File: config.mk
export PLATFORM = sky130hd
export DESIGN_NAME = hazard_forward_unit
export DESIGN_NICKNAME = d
export VERILOG_FILES = /design/src/rtl/pipeline_pkg.sv /design/src/rtl/fwd_select.sv /design/src/rtl/hazard_forward_unit.sv
export SDC_FILE = /design/constraint.sdc
export NUM_CORES = 1
export LEC_CHECK = 0
export ABC_CLOCK_PERIOD_IN_PS = 1500
export BUFFER_PORTS_ARGS = -buffer_cell sky130_fd_sc_hd__buf_4
export CORE_AREA = 2 2 42 44
export DETAILED_ROUTE_END_ITERATION = 7
export DIE_AREA = 0 0 44 46
export PLACE_DENSITY = 0.78
export RECOVER_POWER = 25
export SLEW_MARGIN = 0
export SYNTH_ARGS = -nofsm -noshare
export SYNTH_HDL_FRONTEND = slang
export SYNTH_SLANG_ARGS = --single-unit
File: constraint.sdc
create_clock -name clk -period 1.5 [get_ports clk]
set_input_delay 0.075 -clock clk [delete_from_list [all_inputs] [get_ports clk]]
set_output_delay 0.075 -clock clk [all_outputs]
set_load 0.05 [all_outputs]
File: src/rtl/pipeline_pkg.sv
// rtl/pipeline_pkg.sv - shared forward codes, FSM encoding and defaults for the hazard/forward unit
//
// Purpose: constants shared by hazard_forward_unit and fwd_select.
//   fwd_code_e : operand forward select driven onto fwd_ex.
//   ST_IDLE / ST_STALL : load-use interlock state encoding.
//   REG_W_DEF : default register address width.
// Ports: none (package).
package pipeline_pkg;

  localparam int REG_W_DEF = 3;

  typedef enum logic [1:0] {
    NOF = 2'b00,  // register file
    MEF = 2'b01,  // ME result
    WBF = 2'b10,  // WB result
    HLF = 2'b11   // WB hold register (value WB wrote one cycle earlier)
  } fwd_code_e;

  localparam logic [0:0] ST_IDLE  = 1'b0;
  localparam logic [0:0] ST_STALL = 1'b1;

endpackage

File: src/rtl/fwd_select.sv
// rtl/fwd_select.sv - per-operand youngest-first forward select comparator
//
// Purpose: decides, for one ID source operand, which pipeline stage will hold
// the newest copy of the register once the instruction reaches EX.
// Ports:
//   src, used               : ID source address and "reads register" flag.
//   ex_valid/ex_rdst        : EX writer.
//   me_valid/me_rdst        : ME writer.
//   wb_valid/wb_rdst        : WB writer.
//   sel                     : forward code for this operand.
//   ex_hit                  : operand matches the EX writer (feeds load-use detect).
module fwd_select
  import pipeline_pkg::*;
#(
  parameter int REG_W       = REG_W_DEF,
  parameter int ZERO_REG_EN = 0
) (
  input  logic [REG_W-1:0] src,
  input  logic             used,
  input  logic             ex_valid,
  input  logic [REG_W-1:0] ex_rdst,
  input  logic             me_valid,
  input  logic [REG_W-1:0] me_rdst,
  input  logic             wb_valid,
  input  logic [REG_W-1:0] wb_rdst,
  output logic [1:0]       sel,
  output logic             ex_hit
);

  logic src_ok;
  logic me_hit;
  logic wb_hit;

  // Register 0 is hardwired when ZERO_REG_EN is set, so it never needs a bypass.
  assign src_ok = used && !((ZERO_REG_EN != 0) && (src == '0));

  always_comb begin
    ex_hit = src_ok && ex_valid && (src == ex_rdst);
    me_hit = src_ok && me_valid && (src == me_rdst);
    wb_hit = src_ok && wb_valid && (src == wb_rdst);
    // Codes are shifted one stage: they are used a cycle later, when the
    // producer seen now in EX has moved to ME, and so on.
    if (ex_hit) begin
      sel = MEF;
    end else if (me_hit) begin
      sel = WBF;
    end else if (wb_hit) begin
      sel = HLF;
    end else begin
      sel = NOF;
    end
  end

endmodule

File: src/rtl/hazard_forward_unit.sv
// rtl/hazard_forward_unit.sv - registered operand forwarding with load-use interlock
//
// Purpose: computes forward selects in ID and registers them into EX, inserts
// LOAD_STALL bubbles on load-use, and honours freeze (ext_stall) and flush.
// Ports:
//   clk, rst                 : clock, asynchronous active-high reset.
//   id_valid, id_src,
//   id_src_used              : ID instruction and its source operands.
//   ex_valid, ex_is_load,
//   ex_rdst                  : EX writer and whether it is a load.
//   me_valid, me_rdst        : ME writer.
//   wb_valid, wb_rdst        : WB writer.
//   ext_stall                : freeze from other sources.
//   flush                    : kill ID/EX contents.
//   stall                    : combinational hold for PC and IF/ID.
//   ex_bubble                : registered, EX holds a bubble.
//   fwd_ex                   : registered per-operand forward selects for EX.
module hazard_forward_unit
  import pipeline_pkg::*;
#(
  parameter int REG_W       = REG_W_DEF,
  parameter int NUM_SRC     = 2,
  parameter int LOAD_STALL  = 1,
  parameter int ZERO_REG_EN = 0
) (
  input  logic                     clk,
  input  logic                     rst,
  input  logic                     id_valid,
  input  logic [NUM_SRC*REG_W-1:0] id_src,
  input  logic [NUM_SRC-1:0]       id_src_used,
  input  logic                     ex_valid,
  input  logic                     ex_is_load,
  input  logic [REG_W-1:0]         ex_rdst,
  input  logic                     me_valid,
  input  logic [REG_W-1:0]         me_rdst,
  input  logic                     wb_valid,
  input  logic [REG_W-1:0]         wb_rdst,
  input  logic                     ext_stall,
  input  logic                     flush,
  output logic                     stall,
  output logic                     ex_bubble,
  output logic [2*NUM_SRC-1:0]     fwd_ex
);

  // Extra STALL cycles after the detect cycle; unused when LOAD_STALL is 1.
  localparam logic [1:0] CNT_INIT = (LOAD_STALL > 1) ? 2'(LOAD_STALL - 2) : 2'd0;

  logic [2*NUM_SRC-1:0] fwd_calc;
  logic [NUM_SRC-1:0]   ex_hit;
  logic                 detect;

  logic [0:0]           state_q, state_d;
  logic [1:0]           cnt_q, cnt_d;
  logic                 ex_bubble_q, ex_bubble_d;
  logic [2*NUM_SRC-1:0] fwd_ex_q, fwd_ex_d;

  for (genvar i = 0; i < NUM_SRC; i++) begin : g_sel
    fwd_select #(
      .REG_W       (REG_W),
      .ZERO_REG_EN (ZERO_REG_EN)
    ) u_fwd_select (
      .src      (id_src[i*REG_W +: REG_W]),
      .used     (id_src_used[i]),
      .ex_valid (ex_valid),
      .ex_rdst  (ex_rdst),
      .me_valid (me_valid),
      .me_rdst  (me_rdst),
      .wb_valid (wb_valid),
      .wb_rdst  (wb_rdst),
      .sel      (fwd_calc[2*i +: 2]),
      .ex_hit   (ex_hit[i])
    );
  end

  // Detect is only looked at in IDLE; the STALL countdown owns the remaining bubbles.
  assign detect = (state_q == ST_IDLE) && id_valid && ex_valid && ex_is_load && (|ex_hit);

  // Gated by rst so the hold request is quiet while the pipeline is in reset.
  assign stall = (detect || (state_q == ST_STALL)) && !flush && !rst;

  always_comb begin
    state_d     = state_q;
    cnt_d       = cnt_q;
    ex_bubble_d = ex_bubble_q;
    fwd_ex_d    = fwd_ex_q;

    if (flush) begin
      ex_bubble_d = 1'b1;
      fwd_ex_d    = '0;
      state_d     = ST_IDLE;
      cnt_d       = 2'd0;
    end else if (!ext_stall) begin
      if (stall || !id_valid) begin
        ex_bubble_d = 1'b1;
        fwd_ex_d    = '0;
      end else begin
        ex_bubble_d = 1'b0;
        fwd_ex_d    = fwd_calc;
      end

      if (state_q == ST_IDLE) begin
        // With a single bubble the load simply moves to ME and detect clears.
        if (detect && (LOAD_STALL > 1)) begin
          state_d = ST_STALL;
          cnt_d   = CNT_INIT;
        end
      end else begin
        if (cnt_q == 2'd0) begin
          state_d = ST_IDLE;
        end else begin
          cnt_d = cnt_q - 2'd1;
        end
      end
    end
  end

  always_ff @(posedge clk or posedge rst) begin
    if (rst) begin
      state_q     <= ST_IDLE;
      cnt_q       <= 2'd0;
      ex_bubble_q <= 1'b1;
      fwd_ex_q    <= '0;
    end else begin
      state_q     <= state_d;
      cnt_q       <= cnt_d;
      ex_bubble_q <= ex_bubble_d;
      fwd_ex_q    <= fwd_ex_d;
    end
  end

  assign ex_bubble = ex_bubble_q;
  assign fwd_ex    = fwd_ex_q;

endmodule

==> metrics <==
status=finished clean; CTS max path bufs=2; clk sinks=8; setup TNS=0 ns; Finished Cell Area=~960 um2; Num CTS Buffers=3; Syn Area/Cell=8.84 um2; H-tree Lvls=1; Worst EP arrival=around 1.3 ns; fin crit share=between 90% and 100%; area post-placement=just over 900 um2; die width=44 um; Die H=46 um; Ys Warns=0; Routability Congestion=just over 0.9; Hold Crit Class=input port to flop; reg2reg path depth=5; routed length per instance=roughly 14 um; DR iter-0 viols=9; RSZ-0062 raised after global routing=false; RR Startpoint=cnt_q[0]; met2 usage=between 30 and 40%; Static Leak=just over 0.4 nW; IO Port Bufs=31; Initial Util=approximately two fifths; cell area power density=roughly 590 mW/mm2; commonest cells after routing, fill and taps aside=30 x buf_4, 12 x xor2_1, 9 x nand2_1; postcts setup bufs=0; VDD IR max=476 uV; Critical Path Start Type=input port; Detail Route Antenna Nets=0; largest net degree at the start of global routing=9; commonest non-fill, non-tap cell in the layout=buf_4; Max Cap Violations=0; Clock Tree Root=clkbuf_4; Synth cell types=24; sequential share of the synthesized area=between 30% and 40%; detailed placer's ending HPWL=1460 um; Data required, critical path=approximately 1.4 ns; Setup Viol. Count Final=0; Post-Route WL=1780 um; worst-case hold path end point=cnt_q[0]; hold path startpoint=flush; dpl ws=roughly 0.16 ns; Power Total=about 0.00057 W; drt first pass iters=2; Fin Clk Skew=~0.0014 ns; Setup crit start=ex_rdst[1]; Rel. slew slack=between 60% and 70%; core area=~0.0016 mm2; CP Max Fanout=2; I/O pins=32; Max Clk Rate=approximately 740 MHz; Worst-Skew Late Latency=between 0.2 and 0.3 ns; cells after synthesis=75; Worst-Margin Slew=0.453 ns; Syn-to-layout area delta=44.7%; num rows=15; met3 GRT Util=3.57%; Via density=between 5 and 6; setup ws final=0.149 ns; first-pass GRT wire length=roughly 3000 um; vias after detailed routing=between 600 and 700; Fill cells=159; syn nets=between 100 and 150; final antenna diode count=0; worst reg2reg setup slack=0.26 ns; final core area utilization=roughly three fifths; synthesis-stage register bit count=8; nets=roughly 140; post-layout min period=about 1.4 ns; Setup crit end kind=output pin; DRC=0; CTS tree=done; Post-Syn Area=663 um2; Slew Limit Fails=0; fraction of layout cells with a size suffix above 1=between 30% and 40%; die area=0.00202 mm2; antenna violations before repair=0; worst hold path depth=2; total gr overflow=0; CTS clk-pin slew, worst paths=~0.05 ns; vias in the first global route=about 700; Final Hold Vio Count=0; grt met1 use=between 20% and 30%; crit path kind=input port to output pin; total track usage=about a fifth; Most Used Layer, Global Route=met2; r2r endpoint=cnt_q[1]
## layer usage
metal / up-vias / share of wire, % / wire length (um)
met5: - / 0 / 0
met1: 321 / 43 / 771
li1: 345 / - / -
met4: 0 / 0 / 0
met2: 29 / 49 / 864
met3: 0 / 8.1 / 145
## power by group
group	switching, W	internal, W
Combinational	0.0000941	0.0000831
Clock	0.0000686	0.000101
Sequential	0.00000161	0.000221
## worst max-delay path, stage by stage
cell and delay, ns:
buf_4 0.12, xnor2_1 0.21, and4_1 0.27, o2111ai_1 0.15, a211oi_2 0.22, buf_4 0.22
## what timing repair did
item	CTS	global route
gates resized for setup	0	1
hold endpoints to repair	7	0
hold buffers	1	0
setup endpoints to repair	0	1
## state kept, by name, summed over array words and instances (netlist names)
signal and flops:
state_q 1, cnt_q 2, fwd_ex 4, ex_bubble 1
## area by class of cell
type	instances	area, um2	area share [%]
multi-input cells	61	449	46.8
inverters	6	22.5	2.35
flip-flops and latches	8	201	21.0
repair buffers	32	239	24.9
well taps	17	21.3	2.22
clock buffers	4	26.3	2.74
## how the worst max path moves through the flow
stage                     slack (ns)         to  cells past startpoint
after floorplan                 0.09      stall                      4
after global placement          0.15      stall                      6
after detailed placement        0.16   cnt_q[1]                      5
after CTS                       0.14   cnt_q[1]                      5
after global routing            0.05  fwd_ex[1]                      4
final                           0.15      stall                      6
## cells by family after synthesis
group	Yosys count	share of synthesized area, %
flops	8	30.4
xor+xnor	19	25.1
compound gates	15	17.4
fa+ha+maj	1	1.89
simple gates	26	21.9
buf+inv	6	3.40
## synth_stat cells
| cell type | count | share of area (%) |
|---|---|---|
| and2_1 | 2 | 1.9 |
| dfstp_2 | 1 | 4.0 |
| a211oi_1 | 3 | 3.4 |
| inv_1 | 6 | 3.4 |
| or4_1 | 2 | 2.3 |
| nor2_1 | 3 | 1.7 |
| o41ai_1 | 4 | 5.3 |
| xnor2_1 | 7 | 9.2 |
| nor3_1 | 1 | 0.75 |
| ha_1 | 1 | 1.9 |
| o31a_1 | 1 | 1.3 |
| nand2_1 | 9 | 5.1 |
| and4_1 | 2 | 2.6 |
| dfrtp_1 | 7 | 26 |
| xor2_1 | 12 | 16 |
| a211oi_2 | 1 | 1.9 |
| o2111ai_1 | 1 | 1.3 |
| nor4_1 | 3 | 2.8 |
| o211ai_1 | 1 | 1.1 |
| nand4_1 | 2 | 1.9 |
| o21ai_0 | 2 | 1.5 |
| nor4_2 | 1 | 1.9 |
| or3_1 | 1 | 0.94 |
| a21oi_1 | 2 | 1.5 |
## metrics by stage
stage,hold WS [ns],std cells
floorplan,-0.110,75
global placement,0.0690,123
detailed placement,0.0698,123
CTS,0.0267,128
global route,0.0370,128
finish,0.0397,128
Note: power is estimated with default switching activity, not from simulation.
